$ cat config.mk
export PLATFORM = sky130hd
export DESIGN_NAME = nco_freq_meter
export DESIGN_NICKNAME = d
export VERILOG_FILES = /design/src/rtl/nco_freq_meter.sv
export SDC_FILE = /design/constraint.sdc
export NUM_CORES = 1
export LEC_CHECK = 0
export ABC_AREA = 1
export CORE_MARGIN = 2
export CORE_UTILIZATION = 52
export DETAILED_ROUTE_END_ITERATION = 6
export DONT_BUFFER_PORTS = 1
export MAX_ROUTING_LAYER = met4
export PLACE_DENSITY = 0.68
export SYNTH_ARGS = -nofsm -noshare
export SYNTH_HDL_FRONTEND = slang
export SYNTH_SLANG_ARGS = --single-unit
$ cat constraint.sdc
create_clock -name clk -period 2.2 [get_ports clk]
set_input_delay 0.44 -clock clk [delete_from_list [all_inputs] [get_ports clk]]
set_output_delay 0.44 -clock clk [all_outputs]
set_load 0.005 [all_outputs]
$ cat src/rtl/nco_freq_meter.sv
// nco_freq_meter: measures a square wave's rising-edge rate over a gapless
// 2^GATE_LOG2-cycle gate and reports it as an equivalent NCO tuning word.
module nco_freq_meter #(
    parameter int ACC_BITS  = 16,
    parameter int GATE_LOG2 = 16
) (
    input  logic                clk,
    input  logic                rst,
    input  logic                en,
    input  logic                signal,
    output logic [ACC_BITS-1:0] fcw_est,
    output logic                valid,
    input  logic                ready,
    output logic                overrun
);

    localparam int SHIFT = ACC_BITS - GATE_LOG2;
    localparam logic [GATE_LOG2-1:0] GATE_LAST = '1;

    typedef enum logic [1:0] {
        IDLE,
        ARM,
        COUNT
    } state_t;

    state_t state_q, state_d;

    logic [GATE_LOG2-1:0] gate_q, gate_d;
    logic [GATE_LOG2-1:0] cnt_q, cnt_d;
    logic [GATE_LOG2-1:0] cnt_inc;

    logic sync1_q, sync2_q, sync3_q;
    logic edge_q;

    logic [ACC_BITS-1:0] fcw_q, fcw_d;
    logic [ACC_BITS-1:0] result;
    logic                valid_q, valid_d;
    logic                ovr_q, ovr_d;
    logic                publish;

    // Synchronize the async input and flag each synchronized 0->1 step.
    always_ff @(posedge clk or posedge rst) begin
        if (rst) begin
            sync1_q <= 1'b0;
            sync2_q <= 1'b0;
            sync3_q <= 1'b0;
            edge_q  <= 1'b0;
        end else begin
            sync1_q <= signal;
            sync2_q <= sync1_q;
            sync3_q <= sync2_q;
            edge_q  <= sync2_q & ~sync3_q;
        end
    end

    // The edge seen on the final gate cycle still belongs to this window.
    assign cnt_inc = cnt_q + GATE_LOG2'(edge_q);
    assign result  = ACC_BITS'(cnt_inc) << SHIFT;

    // Gate sequencing: arm on an edge, then back-to-back windows.
    always_comb begin
        state_d = state_q;
        gate_d  = gate_q;
        cnt_d   = cnt_q;
        publish = 1'b0;
        unique case (state_q)
            IDLE: begin
                gate_d = '0;
                cnt_d  = '0;
                if (en) state_d = ARM;
            end
            ARM: begin
                gate_d = '0;
                cnt_d  = '0;
                if (!en) state_d = IDLE;
                else if (edge_q) state_d = COUNT;
            end
            COUNT: begin
                if (!en) begin
                    state_d = IDLE;
                    gate_d  = '0;
                    cnt_d   = '0;
                end else if (gate_q == GATE_LAST) begin
                    publish = 1'b1;
                    gate_d  = '0;
                    cnt_d   = '0;
                end else begin
                    gate_d = gate_q + GATE_LOG2'(1);
                    cnt_d  = cnt_inc;
                end
            end
            default: begin
                state_d = IDLE;
                gate_d  = '0;
                cnt_d   = '0;
            end
        endcase
    end

    // Result holding register with sticky overwrite detection.
    always_comb begin
        fcw_d   = fcw_q;
        valid_d = valid_q;
        ovr_d   = ovr_q;
        if (publish) begin
            fcw_d   = result;
            valid_d = 1'b1;
            if (valid_q) ovr_d = ~ready;
        end else if (valid_q && ready) begin
            valid_d = 1'b0;
            ovr_d   = 1'b0;
        end
    end

    // State, counters and result registers.
    always_ff @(posedge clk or posedge rst) begin
        if (rst) begin
            state_q <= IDLE;
            gate_q  <= '0;
            cnt_q   <= '0;
            fcw_q   <= '0;
            valid_q <= 1'b0;
            ovr_q   <= 1'b0;
        end else begin
            state_q <= state_d;
            gate_q  <= gate_d;
            cnt_q   <= cnt_d;
            fcw_q   <= fcw_d;
            valid_q <= valid_d;
            ovr_q   <= ovr_d;
        end
    end

    assign fcw_est = fcw_q;
    assign valid   = valid_q;
    assign overrun = ovr_q;

endmodule

== After elaboration in Yosys (flattened, before gate mapping) ==
Cells that the tools add are included.
Operators by class
  $add $sub $neg: 2
  $mul: 0
  div/mod/pow operators: 0
  order comparisons: 0
  equality and inequality tests: 7
  shifts and indexed selects: 0
  multiplexer cells: 18
  bitwise logic cells: 3
  reduce and logical (&&, ||, !) cells: 5
Operator list (count)
  $mux 16: 6
  $add 16x1->16: 1
  $add 16x1->16 const B: 1
  $eq 16x16->1 const B: 1
  $mux 2: 4
  $mux 1: 7
  $ne 2x2->1 const B: 3
  $pmux 2 s3: 1
  $ne 3x3->1 const B: 1
  $reduce_and 3->1: 1
  $eq 2x1->1 const B: 1
  $eq 2x2->1 const B: 1
  $logic_not 2->1: 1
  $not 1->1: 2
  $reduce_and 2->1: 1
  $reduce_bool 2->1: 1
  $and 1x1->1: 1
  $logic_and 1x1->1: 1
Word-level totals
  register bits: 56
  bits in latches: 0
  memory bits (writable): 0
  memory bits (read-only): 0
  output and inout bits: 18
  memories kept: 0

== Longest topological paths before layout ==
Gate-level depths: netlist of the first run.
  depth in word-level cells: 6
  mapped depth: 10
  depth with buffers taken out: 10

== Worst setup path before layout of the first run ==
No wires, ideal clock.
  path kind: reg2reg
  from: register gate_q[0]
  to: register gate_q[10]
  setup time: 0.121 ns
  arrival: 1.330 ns
  setup slack: 0.749 ns
  stages on the path, launching flop included: 8
  buffers on the path: 1
  period minus slack after synthesis: 1.451 ns
  cells stage by stage: dfrtp_1 > ha_1 > nand2_1 > nor2_4 > nand2_2 > o21ai_4 > buf_6 > nor2_2
Between the ends
  longest elaborated chain between the ends: 4
  elaborated cells on any way between the ends: 5
RTL lines
  start, declared: RTL line 28  | logic [GATE_LOG2-1:0] gate_q, gate_d;
  start signal, assigned: RTL line 126  | gate_q <= gate_d;
  $add 16x1->16 or $eq 16x16->1 (tied branches): RTL line 88, 83
  $mux 16 *: RTL line 83  | end else if (gate_q == GATE_LAST) begin
  $mux 16 *: RTL line 79  | if (!en) begin
  $mux 16 *: RTL line 66  | unique case (state_q)
  via gate_d[10]: RTL line 28
Mark *: on every way through the listed nets, which the timed path passes. The rest lies on a longest branch.
A chain may end at the register's enable or synchronous reset.

== Worst setup path after layout of the first run ==
  from: register gate_q[0]
  to: register fcw_q[0], in the netlist fcw_est[0]
Between the ends
  longest elaborated chain between the ends: 4
RTL lines
  $eq 16x16->1: RTL line 83
  $mux 1: RTL line 83
  $mux 1: RTL line 79
  $mux 1: RTL line 66
  end signal, assigned: RTL line 128  | fcw_q <= fcw_d;
  end, declared: RTL line 35  | logic [ACC_BITS-1:0] fcw_q, fcw_d;
No other way between the ends.

==> results of run 1 <==
## flip-flops by register name, indices dropped and copies added (netlist names), 2 cells and up
| signal | count |
|---|---|
| gate_q | 16 |
| state_q | 2 |
| cnt_q | 16 |
| fcw_est | 16 |
## metal layers
layer | GRT usage, % | vias to the layer above
met1 | 25.9 | 908
met4 | 6.00 | 0
met2 | 27.1 | 39
met3 | 4.00 | 6
met5 | - | -
li1 | - | 1038
## cell usage in the layout, fill, tap and decap left out, drive strengths merged
cell type / netlist / final
a21oi: 11 / 11
a31oi: 1 / 1
buf: 4 / 3
bufinv: 0 / 1
clkbuf: 0 / 5
dfrtp: 56 / 56
ha: 3 / 3
inv: 36 / 36
nand2: 121 / 121
nand3: 12 / 12
nand3b: 4 / 4
nand4: 2 / 2
nor2: 56 / 56
nor3: 5 / 5
o21ai: 13 / 13
o21bai: 1 / 1
or2: 2 / 2
xnor2: 2 / 2
xor2: 5 / 5
## critical path: stages, from the launching register on
cell and delay, ns:
dfrtp_1 0.38, ha_1 0.17, nand2_1 0.12, nor2_4 0.16
nand3_4 0.12, nor2_2 0.11, nand2_2 0.30, nand2_1 0.18
o21ai_2 0.06
## metrics by stage
| step | area [um2] | power (W) | hold WS (ns) | worst slack, ns |
|---|---|---|---|---|
| global route | 2940 | 0.00178 | 0.0655 | 0.266 |
| finish | 2940 | 0.00170 | 0.0619 | 0.484 |
| floorplan | 2760 | 0.00108 | 0.331 | 0.389 |
| CTS | 2940 | 0.00173 | 0.0687 | 0.469 |
| global placement | 2840 | 0.00110 | 0.346 | 0.544 |
| detailed placement | 2840 | 0.00110 | 0.348 | 0.480 |
## final cells by class
| type | instances | area, um2 |
|---|---|---|
| Multi-Input combinational cell | 238 | 1180 |
| Clock inverter | 1 | 30.0 |
| Timing Repair Buffer | 3 | 35.0 |
| Inverter | 36 | 135 |
| Sequential cell | 56 | 1400 |
| Fill cell | 481 | 2170 |
| Tap cell | 70 | 87.6 |
| Clock buffer | 5 | 68.8 |
## cells by family after synthesis
logic type | after synthesis
AO/OA/AOI/OAI | 26
XOR/XNOR | 7
adder cells (fa/ha/maj) | 3
buffers and inverters | 40
flip-flops | 56
AND/OR/NAND/NOR | 202
## power groups by stage
| stage | clock network [W] | logic, W | registers [W] |
|---|---|---|---|
| floorplan | 0 | 0.0000258 | 0.00106 |
| global placement | 0 | 0.0000380 | 0.00106 |
| detailed placement | 0 | 0.0000388 | 0.00106 |
| CTS | 0.000652 | 0.0000387 | 0.00104 |
| global route | 0.000693 | 0.0000429 | 0.00104 |
| finish | 0.000625 | 0.0000361 | 0.00104 |
## path summary, 6_finish.rpt
kind	start	to	cells past startpoint
setup / recovery	gate_q[0]	fcw_est[0]	8
hold / removal	rst	cnt_q[0]	2
setup reg to reg	gate_q[0]	fcw_est[0]	8
hold reg to reg	sync1_q	sync2_q	0
max in group asynchronous	rst	fcw_est[10]	2
min in group clk	signal	sync1_q	0
==> key figures, run 1 <==
Run status
  – Status: finished, final reports clean

Global route
  – Largest net degree at the start of global routing: 57
  – First-pass GRT wire length: 8580 um
  – GR Overflow Total: 0
  – Vias in the first global route: 1895
  – GRT Util Overall: 18.5%
  – Initial antenna violation count: 0

Routing
  – Final ANT Viol Nets: 0
  – Metal-1 WL: 2420 um
  – Routed wl met3: 202 um
  – Initial DRC Count: 116
  – Drt total wl: 4760 um
  – Top Layer Used: met4
  – Met2 wire len: 2070 um
  – Vias: 1991
  – Via density: 4.87
  – WL/cell: 11.6 um
  – DRC viols: 0
  – TritonRoute pass-1 iters: 4

CTS
  – Clock transition at path regs: 0.09 ns
  – Post-CTS Repair Setup Buffers: 0
  – # clock sinks: 56
  – H-tree depth: 2
  – TritonCTS clock tree: yes
  – Worst-case clock buffer depth: 2
  – Cells resized by post-CTS repair: 0
  – Clock Latency Late Sink: 0.30 ns
  – Hold_buf cts: 0
  – Num CTS Buffers: 5
  – CTS root buf: clkbuf_8

Synth
  – Mapped Nets: 342
  – Seq cells post-synth: 56
  – Leading area contributor after synthesis: dfrtp_1
  – Register area share after synthesis: 50.7%
  – Cells after Synth: 334
  – Post-synthesis compound-gate area fraction: 6.88%
  – Synth Warn #: 0
  – Most frequent cell after synthesis: nand2_1
  – Largest family of logic cells by synthesized area: simple AND/OR/NAND/NOR gates
  – Area contributors post-synth: dfrtp_1 (51%), nand2_1 (16%), nor2_1 (6.3%), inv_1 (4.8%), nand3_1 (2.0%)
  – Post-Synth XOR/XNOR Area: 2.22%
  – Post-Synth Simple-Gate Area: 32.3%
  – Adder-Cell Fraction of Synth Area: 1.36%
  – Post-synth EDFFs: 0
  – Area share of the largest cell type after synthesis: 50.7%
  – Synth unique cells: 28
  – Synth cell count leaders: nand2_1 (116), dfrtp_1 (56), nor2_1 (46)
  – Asr flop ratio synth: 100%
  – Post-synth top flop: dfrtp_1
  – Synth Cell Area: 2760 um2
  – Mux contribution to synthesized area: 0%
  – Average size of a mapped cell: 8.27 um2

Power and ir drop
  – Worst VDD drop: 406 uV
  – Int Power: 0.00137 W
  – Combinational share of power: 2.1%
  – Sw frac: 19.4%
  – Switching power: 0.000330 W
  – Leak: 1.38 nW
  – Power Density: 578 nW/um2
  – Sequential share of power: 61.1%
  – Clk pwr share: 36.8%

Final layout
  – Antenna cells: 0
  – Share of layout cells above drive strength 1: 12.7%
  – Finished Core Util: 57.5%
  – Fin nets: 348
  – Layout area overhead: 6.39%
  – Post-Layout Cell Count: 409

Critical path
  – CP max FO: 22
  – Required @ worst endpoint: 2.38 ns
  – WS Path Type: reg2reg
  – Critical Path AT: 1.89 ns
  – Critical Path Source Type: flip-flop
  – R2R Setup Slk: 0.48 ns
  – Nature of the critical path endpoint: flip-flop

STA
  – Slew Limit Fails: 0
  – Final Skew: 0.00960 ns
  – Peak Freq: 583 MHz
  – Setup Viol. Count Final: 0
  – Final hold violations: 0
  – Slew HR: 66.6%
  – Unrepaired setup endpoints after global routing: no
  – Final period util: 78.0%
  – Fin crit period: 1.72 ns
  – TNS Setup: 0 ns
  – Worst-Margin Slew: 0.500 ns

Die
  – Die height: 76.9 um
  – Core ar.: 5110 um2
  – I/O pins: 23
  – Die X: 76.9 um
  – Starting Density: 54.1%
  – Die ar.: 5910 um2
  – # rows: 26

Place
  – Post-placement cell count: 403
  – # port buffers: 0
  – DP HPWL: 3390 um
  – Placer congestion estimate: 0.807

Job
  – Max-cap violations: 0

Worst hold path
  – Min-delay worst type: in2async
Note: power is estimated with default switching activity, not from simulation.
==> inputs of run 2 (changes only) <==
==> constraint.sdc (replaced) <==
create_clock -name clk -period 1.8 [get_ports clk]
set_input_delay 0.36 -clock clk [delete_from_list [all_inputs] [get_ports clk]]
set_output_delay 0.36 -clock clk [all_outputs]
set_load 0.005 [all_outputs]
==> run 2 against run 1 <==
Effect of this change: clock power increased by 16%; critical endpoint is now fcw_est[8]; worst hold slack improved by 0.011 ns; clock-buffer cell count unchanged; design area increased by 1.3%; worst setup slack got worse by 0.32 ns.
==> key figures, run 2 (synthesis gave the netlist of run 1 again) <==
Routing
  – TritonRoute pass-1 iters: 4 (unchanged)
  – DRC viols: 0 (unchanged)
  – WL/cell: 11.5 um (-1.2%)
  – Via density: 4.88 (+0.23%)
  – Drt total wl: 4750 um (-0.19%)
  – Final ANT Viol Nets: 0 (unchanged)
  – Initial DRC Count: 148 (+28%)
  – Vias: 2015 (+1.2%)

Critical path
  – WS Path Type: reg2reg
  – CP max FO: 6 (-73%)
  – Nature of the critical path endpoint: flip-flop
  – CP most frequent cell: nand2_1
  – CP Cell Sequence: ha_1, nand2_2, nor2_4, nand2_1, o21ai_0, nand2_1, nand2_1, nand2_1
  – Critical Path AT: 1.85 ns (-0.04 ns)
  – Slowest cell delay on critical path: 0.41 ns (+0.03 ns)
  – Largest delay share family, worst path: simple AND/OR/NAND/NOR gates
  – Critical path buffers and inverters: 0 (unchanged)
  – Critical Path Source Type: flip-flop
  – Slowest CP cell: dfrtp_1
  – Required @ worst endpoint: 2.01 ns (-0.37 ns)

Global route
  – First-pass GRT wire length: 8700 um (+1.4%)
  – Largest net degree at the start of global routing: 57 (unchanged)
  – Vias in the first global route: 1985 (+4.7%)
  – Initial antenna violation count: 0 (unchanged)
  – GR Overflow Total: 0 (unchanged)
  – GRT Util Overall: 18.7% (+0.12 points)

Power and ir drop
  – Power Density: 685 nW/um2 (+18%)
  – Leak: 1.40 nW (+1.5%)
  – Worst VDD drop: 397 uV (-2.1%)

STA
  – TNS Setup: 0 ns (unchanged)
  – Unrepaired setup endpoints after global routing: no
  – Final period util: 90.8% (+13 points)
  – Slew HR: 74.4% (+7.8 points)
  – Fin crit period: 1.64 ns (-0.0813 ns)
  – Min Hold Slack: 0.0730 ns (+0.0111 ns)
  – Setup Viol. Count Final: 0 (unchanged)
  – Slew Limit Fails: 0 (unchanged)
  – Final Skew: 0.00814 ns (-0.00146 ns)
  – Worst-Margin Slew: 0.383 ns (-0.116 ns)
  – Final hold violations: 0 (unchanged)
  – Peak Freq: 612 MHz (+5.0%)

Final layout
  – Most frequent cells in the layout: nand2_1 (116), dfrtp_1 (56), nor2_1 (46)
  – Finished Core Util: 58.3% (+0.76 points)
  – Antenna cells: 0 (unchanged)
  – Most common cell after layout, fill and taps aside: nand2_1
  – Fin nets: 350 (+0.57%)
  – Share of layout cells above drive strength 1: 13.4% (+0.73 points)
  – Layout area overhead: 7.79%

CTS
  – TritonCTS clock tree: yes
  – Clock transition at path regs: 0.10 ns (about the same)
  – Clock Latency Late Sink: 0.31 ns (about the same)
  – Num CTS Buffers: 5 (unchanged)
  – Post-CTS Repair Setup Buffers: 0 (unchanged)
  – CTS root buf: clkbuf_8
  – # clock sinks: 56 (unchanged)
  – H-tree depth: 2 (unchanged)
  – Worst-case clock buffer depth: 2 (unchanged)

Job
  – Max-cap violations: 0 (unchanged)

Place
  – Placer congestion estimate: 0.867 (+7.5%)
  – DP HPWL: 3390 um (about the same)
  – # port buffers: 0 (unchanged)

Die
  – Die X: 76.9 um (unchanged)
  – # rows: 26 (unchanged)
  – Core ar.: 5110 um2 (unchanged)
  – Starting Density: 54.1% (unchanged)
  – Die ar.: 5910 um2 (unchanged)
  – I/O pins: 23 (unchanged)
  – Die height: 76.9 um (unchanged)

Worst hold path
  – Min-delay worst type: in2reg

Run status
  – Status: finished, final reports clean
[run 2: cell type report]
class	count	area, um2
clock buffers	5	68.8
clock inverters	3	26.3
fillers	463	2130
inverters	36	135
multi-input cells	238	1180
flip-flops and latches	56	1400
well taps	70	87.6
repair buffers	5	77.6
[run 2: metrics by stage]
| step | area [um2] | power, W | cells | setup slack (ns) |
|---|---|---|---|---|
| 2_1_floorplan | 2760 | 0.00132 | 334 | 0.0687 |
| 3_3_place_gp | 2870 | 0.00134 | 404 | 0.218 |
| 3_5_place_dp | 2870 | 0.00134 | 404 | 0.189 |
| 4_1_cts | 2980 | 0.00206 | 413 | 0.161 |
| 5_1_grt | 2980 | 0.00212 | 413 | 0.0102 |
| 6_report | 2980 | 0.00204 | 413 | 0.165 |
[run 2: worst register-to-register path: stages, from the launching register on]
cell     delay (ns)
dfrtp_1        0.41
ha_1           0.18
nand2_2        0.09
nor2_4         0.18
nand2_1        0.15
o21ai_0        0.30
nand2_1        0.13
nand2_1        0.08
nand2_1        0.04
[run 2: what timing repair did]
action	in CTS	in global routing
hold endpoints to repair	56	0
hold buffers	1	0
gates resized for setup	0	0
[run 2: where the power goes]
part	switching, W	internal [W]
clock network	0.000435	0.000288
logic	0.0000348	0.0000120
registers	0.00000453	0.00126
total	0.000474	0.00156
[run 2: path summary, 6_finish.rpt]
| kind | depth (start not counted) | from | endpoint | slack [ns] |
|---|---|---|---|---|
| max in group asynchronous | 3 | rst | cnt_q[14] | 1.02 |
| hold / removal | 0 | signal | sync1_q | 0.07 |
| min in group asynchronous | 3 | rst | fcw_est[0] | 0.55 |
| setup / recovery | 8 | edge_q | fcw_est[8] | 0.16 |
| setup reg to reg | 8 | edge_q | fcw_est[8] | 0.16 |
| hold reg to reg | 0 | sync1_q | sync2_q | 0.37 |
[run 2: metal layers]
layer,part of all wire (%),vias up,track usage [%]
met5,0,-,-
met4,1.1,0,5.45
met3,4.1,6,3.53
met2,42,38,27.7
met1,53,919,26.3
li1,-,1052,-
==> inputs of run 3 (changes only) <==
--- a/config.mk
+++ b/config.mk
@@ -12,6 +12,7 @@
 export DONT_BUFFER_PORTS = 1
 export MAX_ROUTING_LAYER = met4
 export PLACE_DENSITY = 0.68
+export SKIP_LAST_GASP = 1
 export SYNTH_ARGS = -nofsm -noshare
 export SYNTH_HDL_FRONTEND = slang
 export SYNTH_SLANG_ARGS = --single-unit
==> results of run 3 <==
The final DEF is identical to that of run 2; final timing and power are the same.
